File: src/rtl/riscv_test_monitor.sv
// End-of-test monitor for riscv-tests: detects completion by end-PC match and/or tohost store,
// then latches pass/fail/timeout, the failing test number and the elapsed run-cycle count.
module riscv_test_monitor #(
    parameter int unsigned           XLEN         = 32,
    parameter int unsigned           MODE         = 0,
    parameter logic [XLEN-1:0]       END_PC       = 'h44,
    parameter int unsigned           MATCH_CYCLES = 1,
    parameter logic [XLEN-1:0]       TOHOST_ADDR  = 'h1000,
    parameter int unsigned           TIMEOUT      = 6000,
    parameter int unsigned           CNT_W        = 32
) (
    input  logic             clk,
    input  logic             rst,
    input  logic             pc_valid,
    input  logic [XLEN-1:0]  pc,
    input  logic [XLEN-1:0]  gp,
    input  logic             st_valid,
    input  logic [XLEN-1:0]  st_addr,
    input  logic [XLEN-1:0]  st_data,
    output logic             done,
    output logic             pass,
    output logic             fail,
    output logic             timeout,
    output logic [XLEN-2:0]  test_num,
    output logic [CNT_W-1:0] cycles
);

    typedef enum logic {RUN, DONE} state_t;

    localparam bit               PC_EN    = (MODE == 0) || (MODE == 2);
    localparam bit               TH_EN    = (MODE == 1) || (MODE == 2);
    localparam logic [7:0]       MATCH_LAST = 8'(MATCH_CYCLES - 1);
    localparam logic [CNT_W-1:0] TO_LAST  = CNT_W'(TIMEOUT - 1);

    state_t           state, state_d;
    logic [7:0]       match_cnt, match_cnt_d;
    logic             done_d, pass_d, fail_d, timeout_d;
    logic [XLEN-2:0]  test_num_d;
    logic [CNT_W-1:0] cycles_d;

    logic             pc_hit, pc_miss, pc_evt, th_evt, evt;
    logic [XLEN-1:0]  result;

    // Data inputs only matter under their valid qualifier, so X on an idle bus never propagates.
    always_comb begin
        pc_hit  = PC_EN && pc_valid && (pc == END_PC);
        pc_miss = PC_EN && pc_valid && (pc != END_PC);
        pc_evt  = pc_hit && (match_cnt == MATCH_LAST);
        th_evt  = TH_EN && st_valid && (st_addr == TOHOST_ADDR) && st_data[0];
        evt     = pc_evt || th_evt;
        result  = th_evt ? st_data : gp;
    end

    // NOTE: every output of this block gets its hold value first, so no path can infer a latch.
    always_comb begin
        state_d     = state;
        match_cnt_d = match_cnt;
        done_d      = done;
        pass_d      = pass;
        fail_d      = fail;
        timeout_d   = timeout;
        test_num_d  = test_num;
        cycles_d    = cycles;

        if (state == RUN) begin
            cycles_d = (cycles == '1) ? cycles : cycles + CNT_W'(1);

            if (pc_hit && match_cnt != 8'hFF)
                match_cnt_d = match_cnt + 8'd1;
            else if (pc_miss)
                match_cnt_d = '0;

            // A completion event in the final cycle outranks the timeout.
            if (evt) begin
                state_d = DONE;
                done_d  = 1'b1;
                if (result == XLEN'(1)) begin
                    pass_d     = 1'b1;
                    test_num_d = '0;
                end else begin
                    fail_d     = 1'b1;
                    test_num_d = result[XLEN-1:1];
                end
            end else if (cycles == TO_LAST) begin
                state_d   = DONE;
                done_d    = 1'b1;
                timeout_d = 1'b1;
            end
        end
    end

    // NOTE: state is updated with non-blocking assignments so all registers see pre-edge values.
    always_ff @(posedge clk) begin
        if (!rst) begin
            state     <= RUN;
            match_cnt <= '0;
            done      <= 1'b0;
            pass      <= 1'b0;
            fail      <= 1'b0;
            timeout   <= 1'b0;
            test_num  <= '0;
            cycles    <= '0;
        end else begin
            state     <= state_d;
            match_cnt <= match_cnt_d;
            done      <= done_d;
            pass      <= pass_d;
            fail      <= fail_d;
            timeout   <= timeout_d;
            test_num  <= test_num_d;
            cycles    <= cycles_d;
        end
    end

endmodule

File: config.mk
export PLATFORM = sky130hd
export DESIGN_NAME = riscv_test_monitor
export DESIGN_NICKNAME = d
export VERILOG_FILES = /design/src/rtl/riscv_test_monitor.sv
export SDC_FILE = /design/constraint.sdc
export NUM_CORES = 1
export LEC_CHECK = 0
export CORE_MARGIN = 1
export CORE_UTILIZATION = 42
export CTS_CLUSTER_DIAMETER = 120
export DETAILED_ROUTE_END_ITERATION = 12
export PLACE_DENSITY = 0.93
export RECOVER_POWER = 50
export SLEW_MARGIN = 20
export SYNTH_ARGS = -nofsm -noshare
export SYNTH_HDL_FRONTEND = slang
export SYNTH_SLANG_ARGS = --single-unit
File: constraint.sdc
create_clock -name clk -period 5.5 [get_ports clk]
set_clock_uncertainty 0.15 [all_clocks]
set_input_delay 1.1 -clock clk [delete_from_list [all_inputs] [get_ports clk]]
set_output_delay 1.1 -clock clk [all_outputs]
set_load 0.1 [all_outputs]
* After elaboration in Yosys (flattened, before gate mapping)
Cells that the tools add are included.
W data, S select, Z words.
** Operators by class
- $add $sub $neg :: 2
- Equal/unequal tests :: 6
- Multiplexer cells :: 8
- Bitwise operators :: 4
- Reductions and logical operators :: 14
** Operators by type and width (count)
- $add A32 B1 Y32 const B :: 1
- $eq A32 B1 Y1 const B :: 1
- $eq A32 B13 Y1 const B :: 1
- $eq A32 B32 Y1 const B :: 1
- $eq A32 B7 Y1 const B :: 1
- $ne A32 B7 Y1 const B :: 1
- $mux W31 :: 1
- $mux W8 :: 2
- $reduce_and A3 Y1 :: 3
- $add A8 B1 Y8 const B :: 1
- $logic_not A8 Y1 :: 1
- $ne A8 B8 Y1 const B :: 1
- $reduce_and A2 Y1 :: 4
- $mux W1 :: 5
- $logic_and A1 B1 Y1 :: 4
- $not A1 Y1 :: 4
- $reduce_bool A2 Y1 :: 2
** Word-level totals
- Bits in registers :: 76
- Input bits :: 132

* Logic depth before layout (Yosys ltp)
Gate-level depths: netlist of run 1.
- Word-level depth :: 5
- Mapped depth :: 8
- Depth with buffers taken out :: 7

* Worst setup path before layout of run 1
No wires, ideal clock.
- Path kind :: register to register
- From :: reg cycles[0]
- To :: reg cycles[23]
- Setup time :: 103 ps
- Data arrival time :: 2661 ps
- Path slack :: 2586 ps
- Stages on the path, launching flop included :: 8
- Period minus slack after synthesis :: 2914 ps
- Path through :: dfxtp_1 -> ha_1 -> nand3_1 -> or3_1 -> nor4_4 -> buf_6 -> o311ai_0 -> o41ai_1
** On the way
- Word-level cells in the longest chain between the ends :: 3
** Ends and longest elaborated chain
- start: declaration :: RTL line 25 : output logic [CNT_W-1:0] cycles
- start signal: assignment :: RTL line 111 : cycles <= cycles_d;
- parallel branches: the longest is 3 deep, another holds $add A32 B1 Y32
Parallel ways; which one is timed is not known.
A chain may end at the register's enable or synchronous reset.

* Final worst setup path of run 1
Same ends and word-level chain as after synthesis.

==> results.ini, run 1 <==
[timing]
fin_crit_ns=3.744
slew_headroom=-0.2204
finalHoldViolations=0
max_freq_mhz=267.1
setup_tns_ns=0
setup_viol=0
drv_slew=16
grt_setup_unrepaired=false
timing.hold.ws_ns=0.3329
setup_ws_ns=1.756
period_share=0.6808
tightest_slew_ns=1.814

[global_route]
grt_use_total=0.2391
grt_max_degree=37
antenna_found_initial=0
overflow=0
grt_pass1_vias=3463
grt_pass1_wl_um=16510

[flow_run]
max-cap-violations=1

[cells_and_area]
utilization=0.6283
finish.instance_area_sq_mm=0.005136
drive_above_1_share=0.03724
nets=667
areaGrowthSynthToFinish_pct=45.52
stdcell_count=642
diodes=0

[clock_network]
cts_buffer_depth=2
clock_sinks=76
cts_tree=yes
root_buffer=clkbuf_8
hold_buffers=0
cts_resized=0
clk-insertion-delay-late_ns=0.35
cts_inserted_buffers=9
clkSlewWorstSetupHoldPaths_ns=0.09
htreeDepth=3
post_cts_buffers=0

[placed_design]
gp_congestion=0.8861
dpl.hpwl_um=7314
dp_cells=625
port_buffers=133
place_area_sq_mm=0.004940
pre_cts_ws_ns=1.923

[setup_path]
crit_required_ns=5.60
cp_max_fo=15
r2r_slack_ns=1.76
cp-end-kind=flop
worstSetupStartpointType=flop
critPathKind=flop to flop
crit_start=cycles[0]
critPathArrivalTime_ns=3.84
r2r-start=cycles[0]

[synth]
synth-async-reset-ratio=0
synth_largest_area_cell=dfxtp_1
avgSynthCellArea_sq_um=8.802
yosysSeqAreaShare=0.4311
synthTopCellsByCount=76 x dfxtp_1, 44 x nor2_1, 37 x mux2i_1, 29 x nand2_1, 25 x a21oi_1
netlist_instances=401
synth_area_sq_mm=0.003530
synth_warnings=0
synth_area_leaders=dfxtp_1 43%, mux2i_1 10%, nor2_1 4.7%, nor4_1 4.3%, a21oi_1 3.5%
synth_top_area_share=0.4311
synth-main-ff-cell=dfxtp_1
synth_edf_count=0
ys_ff_latch=76
synth.most_common_cell=dfxtp_1
synth_cell_types=43
syn-num-nets=536

[power_and_ir_drop]
vdd_ir_drop_max_uv=181.2
cellLeakagePower_nw=1.715
p_per_area_mw_per_mm2=225.7
total_power_mw=1.159

[detailed_routing]
via_per_inst=5.621
detail_route.first_pass.iterations=4
detail-route-antenna-nets=0
route.vias.total=3609
drc=0
wire_per_inst_um=15.79
drt-initial-drc-count=101
wl_um=10140

[floorplanning]
die_h_um=93.67
dieArea_sq_mm=0.008774
io_pins=199
chipWidth_um=93.67
rows=33
start_util=0.4317
core-area_sq_mm=0.008175

[run_status]
violations=max-capacitance violations, max-slew violations
status=finished, violations left

[worst_hold_path]
hold_path_class=flop to flop
hp-start=fail

[power breakdown]
part,internal [mW],switching (mW),leakage (nW)
clock,0.302,0.211,0.120
combinational,0.0517,0.0401,0.982
sequential,0.551,0.00261,0.612
total,0.906,0.254,1.71
[area by class of cell]
cell class	instances	area [sq um]
flip-flops and latches	76	1521
inverters	3	11.26
well taps	105	131.4
fillers	670	3039
clock buffers	10	127.6
multi-input cells	304	1867
clock inverters	6	112.6
repair buffers	138	1365
[flip-flops by register name, indices dropped and copies added, names as in the netlist]
register and cells:
cycles 32, done 1, fail 1, match_cnt 8, pass 1, state 1, test_num 31, timeout 1
[cells in the final DEF, fill, tap and decap left out, types with 2 or more instances in the layout]
master / synthesis / layout
ha_1: 3 / 3
buf_4: 0 / 4
mux2i_1: 37 / 37
nand2b_1: 9 / 9
nand4_1: 16 / 16
inv_1: 3 / 2
o211ai_1: 3 / 3
and3_1: 6 / 6
clkinv_4: 0 / 2
nor3_1: 7 / 8
dfxtp_1: 76 / 76
dlygate4sd3_1: 0 / 26
nand3_1: 15 / 16
or4_1: 3 / 4
o21ai_0: 20 / 21
o21a_1: 3 / 3
and4_1: 2 / 2
bufinv_16: 0 / 3
xor2_1: 5 / 5
or3_1: 20 / 20
o31a_1: 2 / 2
nor2b_1: 2 / 2
clkbuf_1: 11 / 2
clkbuf_8: 0 / 9
o31ai_1: 4 / 4
nor2_1: 44 / 44
nand2_1: 29 / 29
nor4_1: 24 / 27
a31oi_1: 2 / 2
clkdlybuf4s50_1: 0 / 107
a21oi_1: 25 / 25
nor4b_1: 6 / 6
[worst max-delay path: stages, from the launching register on]
cell and delay (ns):
dfxtp_1 0.43, ha_1 0.20, nand3_1 0.20, or3_1 0.48
nor4_1 1.38, clkbuf_1 0.48, o311ai_0 0.23, o41ai_1 0.10
[cells by family (layout without fill, tap and decap cells)]
| logic type | Yosys count | count (layout) | synth area share |
|---|---|---|---|
| AND/OR/NAND/NOR | 194 | 194 | 0.3063 |
| flip-flops | 76 | 76 | 0.4311 |
| AO/OA/AOI/OAI | 64 | 64 | 0.1039 |
| multiplexers | 37 | 37 | 0.1049 |
| buffers and inverters | 21 | 157 | 0.02836 |
| XOR/XNOR | 6 | 6 | 0.01489 |
| adder cells (fa/ha/maj) | 3 | 3 | 0.01064 |
[worst paths after layout]
| check | to | depth (start not counted) |
|---|---|---|
| worst max-delay path | cycles[23] | 7 |
| worst min-delay path | fail | 1 |
| worst max register to register | cycles[23] | 7 |
| worst min register to register | fail | 1 |
[per-layer routing]
layer,vias up,GRT usage,wire [um]
met5,-,0,0
met4,0,0.1051,168
met3,19,0.07120,741
met2,128,0.3909,4997
met1,1706,0.2905,4231
li1,1756,-,-
(Power assumes the default switching activity.)
==> run 2, diff against run 1 <==
--- a/config.mk
+++ b/config.mk
@@ -6,10 +6,10 @@
 export NUM_CORES = 1
 export LEC_CHECK = 0
 export CORE_MARGIN = 1
-export CORE_UTILIZATION = 42
+export CORE_UTILIZATION = 39
 export CTS_CLUSTER_DIAMETER = 120
 export DETAILED_ROUTE_END_ITERATION = 12
-export PLACE_DENSITY = 0.93
+export PLACE_DENSITY = 0.87
 export RECOVER_POWER = 50
 export SLEW_MARGIN = 20
 export SYNTH_ARGS = -nofsm -noshare
==> constraint.sdc (replaced) <==
create_clock -name clk -period 3.5 [get_ports clk]
set_clock_uncertainty 0.15 [all_clocks]
set_input_delay 0.7 -clock clk [delete_from_list [all_inputs] [get_ports clk]]
set_output_delay 0.7 -clock clk [all_outputs]
set_load 0.1 [all_outputs]
==> results.ini, run 2 (same netlist as run 1, synthesis figures left out) <==
[run_status]
status=completed

[detailed_routing]
detail-route-antenna-nets=0
wl_um=9876
detail_route.first_pass.iterations=4
drc=0
via_per_inst=5.542
route.vias.total=3580
drt-initial-drc-count=216
wire_per_inst_um=15.29

[setup_path]
crit_start=cycles[0]
worstSetupStartpointType=flop
rr_worst_depth=7
critPathArrivalTime_ns=2.86
r2r_end=cycles[6]
cp_max_fo=23
crit_required_ns=3.58
cp-end-kind=flop
critPathCapture=cycles[6]
r2r-start=cycles[0]
r2r_slack_ns=0.72
critPathKind=flop to flop

[cells_and_area]
largest_reg_flops=32
largest-register=cycles
finish.instance_area_sq_mm=0.004760
areaGrowthSynthToFinish_pct=34.85
final_cell_mix=76 x dfxtp_1, 67 x clkbuf_1, 65 x clkdlybuf4s50_1
nets=668
final_common_cell=dfxtp_1
diodes=0
reg_top3=cycles: 32 flops, test_num: 31 flops, match_cnt: 8 flops
drive_above_1_share=0.05204

[timing]
setup_tns_ns=0
setup_viol=0
finalHoldViolations=0
max_freq_mhz=359.7
slew_headroom=0.1508
period_share=0.7944
grt_setup_unrepaired=false
tightest_slew_ns=1.279
setup_ws_ns=0.7197
fin_crit_ns=2.780
drv_slew=0

[floorplanning]
core-area_sq_mm=0.008721
die_h_um=97.14
io_pins=199
dieArea_sq_mm=0.009435
chipWidth_um=97.14
rows=34
start_util=0.4047

[flow_run]
max-cap-violations=0

[clock_network]
cts_tree=yes
htreeDepth=3
cts_buffer_depth=2
root_buffer=clkbuf_8
clk-insertion-delay-late_ns=0.35
hold_buffers=0
clkSlewWorstSetupHoldPaths_ns=0.08
post_cts_buffers=0
cts_resized=0
clock_sinks=76
cts_inserted_buffers=9

[global_route]
grt-busiest-layer=met2
antenna_found_initial=0
grt_pass1_wl_um=16760
grtUsageMet1=0.2454
overflow=0
grt_pass1_vias=3536
grt_use_total=0.2152
grt_util_met2=0.3759
grt_max_degree=35
grt_use_met3=0.06906

[power_and_ir_drop]
vdd_ir_drop_max_uv=247.7
p_per_area_mw_per_mm2=371.1
cellLeakagePower_nw=1.493

[placed_design]
pre_cts_ws_ns=0.6814
port_buffers=133
dpl.hpwl_um=7527
gp_congestion=0.8339
place_area_sq_mm=0.004803

[worst_hold_path]
hold_path_class=flop to flop

[run 2: cell types whose count changed in the layout (fill, tap and decap cells not counted), moves of 2 or more]
cell             change
clkbuf_1            +65
clkdlybuf4s50_1     -42
dlygate4sd3_1       -25
inv_6                +2
nor4_1               -2
nor4_2               +2
[run 2: layer usage]
layer / up-vias / wire (um)
met5: - / 0
met4: 0 / 160
met3: 16 / 753
met2: 125 / 4875
met1: 1682 / 4086
li1: 1757 / -
[run 2: worst max-delay path, cell delays in order (launching register included)]
cell	delay, ns
dfxtp_1	0.44
ha_1	0.20
nand3_1	0.20
or3_1	0.47
nor4_1	0.62
buf_4	0.35
nor4_1	0.09
mux2i_1	0.14
[run 2: how the worst min path moves through the flow]
stage	start	endpoint	slack, ns	depth (start not counted)
2_1_floorplan	match_cnt[1]	match_cnt[1]	0.34	2
3_3_place_gp	pass	pass	0.30	2
3_5_place_dp	fail	fail	0.32	1
4_1_cts	fail	fail	0.35	1
5_1_grt	done	done	0.37	1
6_report	fail	fail	0.34	1
[run 2: area by class of cell]
type                            count  area (sq um)
Tap cell                          108         135.1
Clock inverter                      7         98.84
Sequential cell                    76          1521
Inverter                            3         11.26
Clock buffer                        9         123.9
Timing Repair Buffer              139         969.7
Multi-Input combinational cell    304          1899
Fill cell                         774          3961
[run 2: per-stage QoR]
stage	total power, mW	utilization	hold WS (ns)	instances
finish	1.766	0.5458	0.3359	646
global route	1.822	0.5458	0.3739	646
CTS	1.778	0.5763	0.3461	646
detailed placement	1.034	0.5508	0.3238	630
global placement	1.031	0.5508	0.3032	630
floorplan	0.9392	-	0.3443	401
[run 2: power breakdown]
part           internal [mW]  switching (mW)
registers              0.866         0.00441
clock network          0.406           0.349
logic                 0.0777          0.0622
total                   1.35           0.416
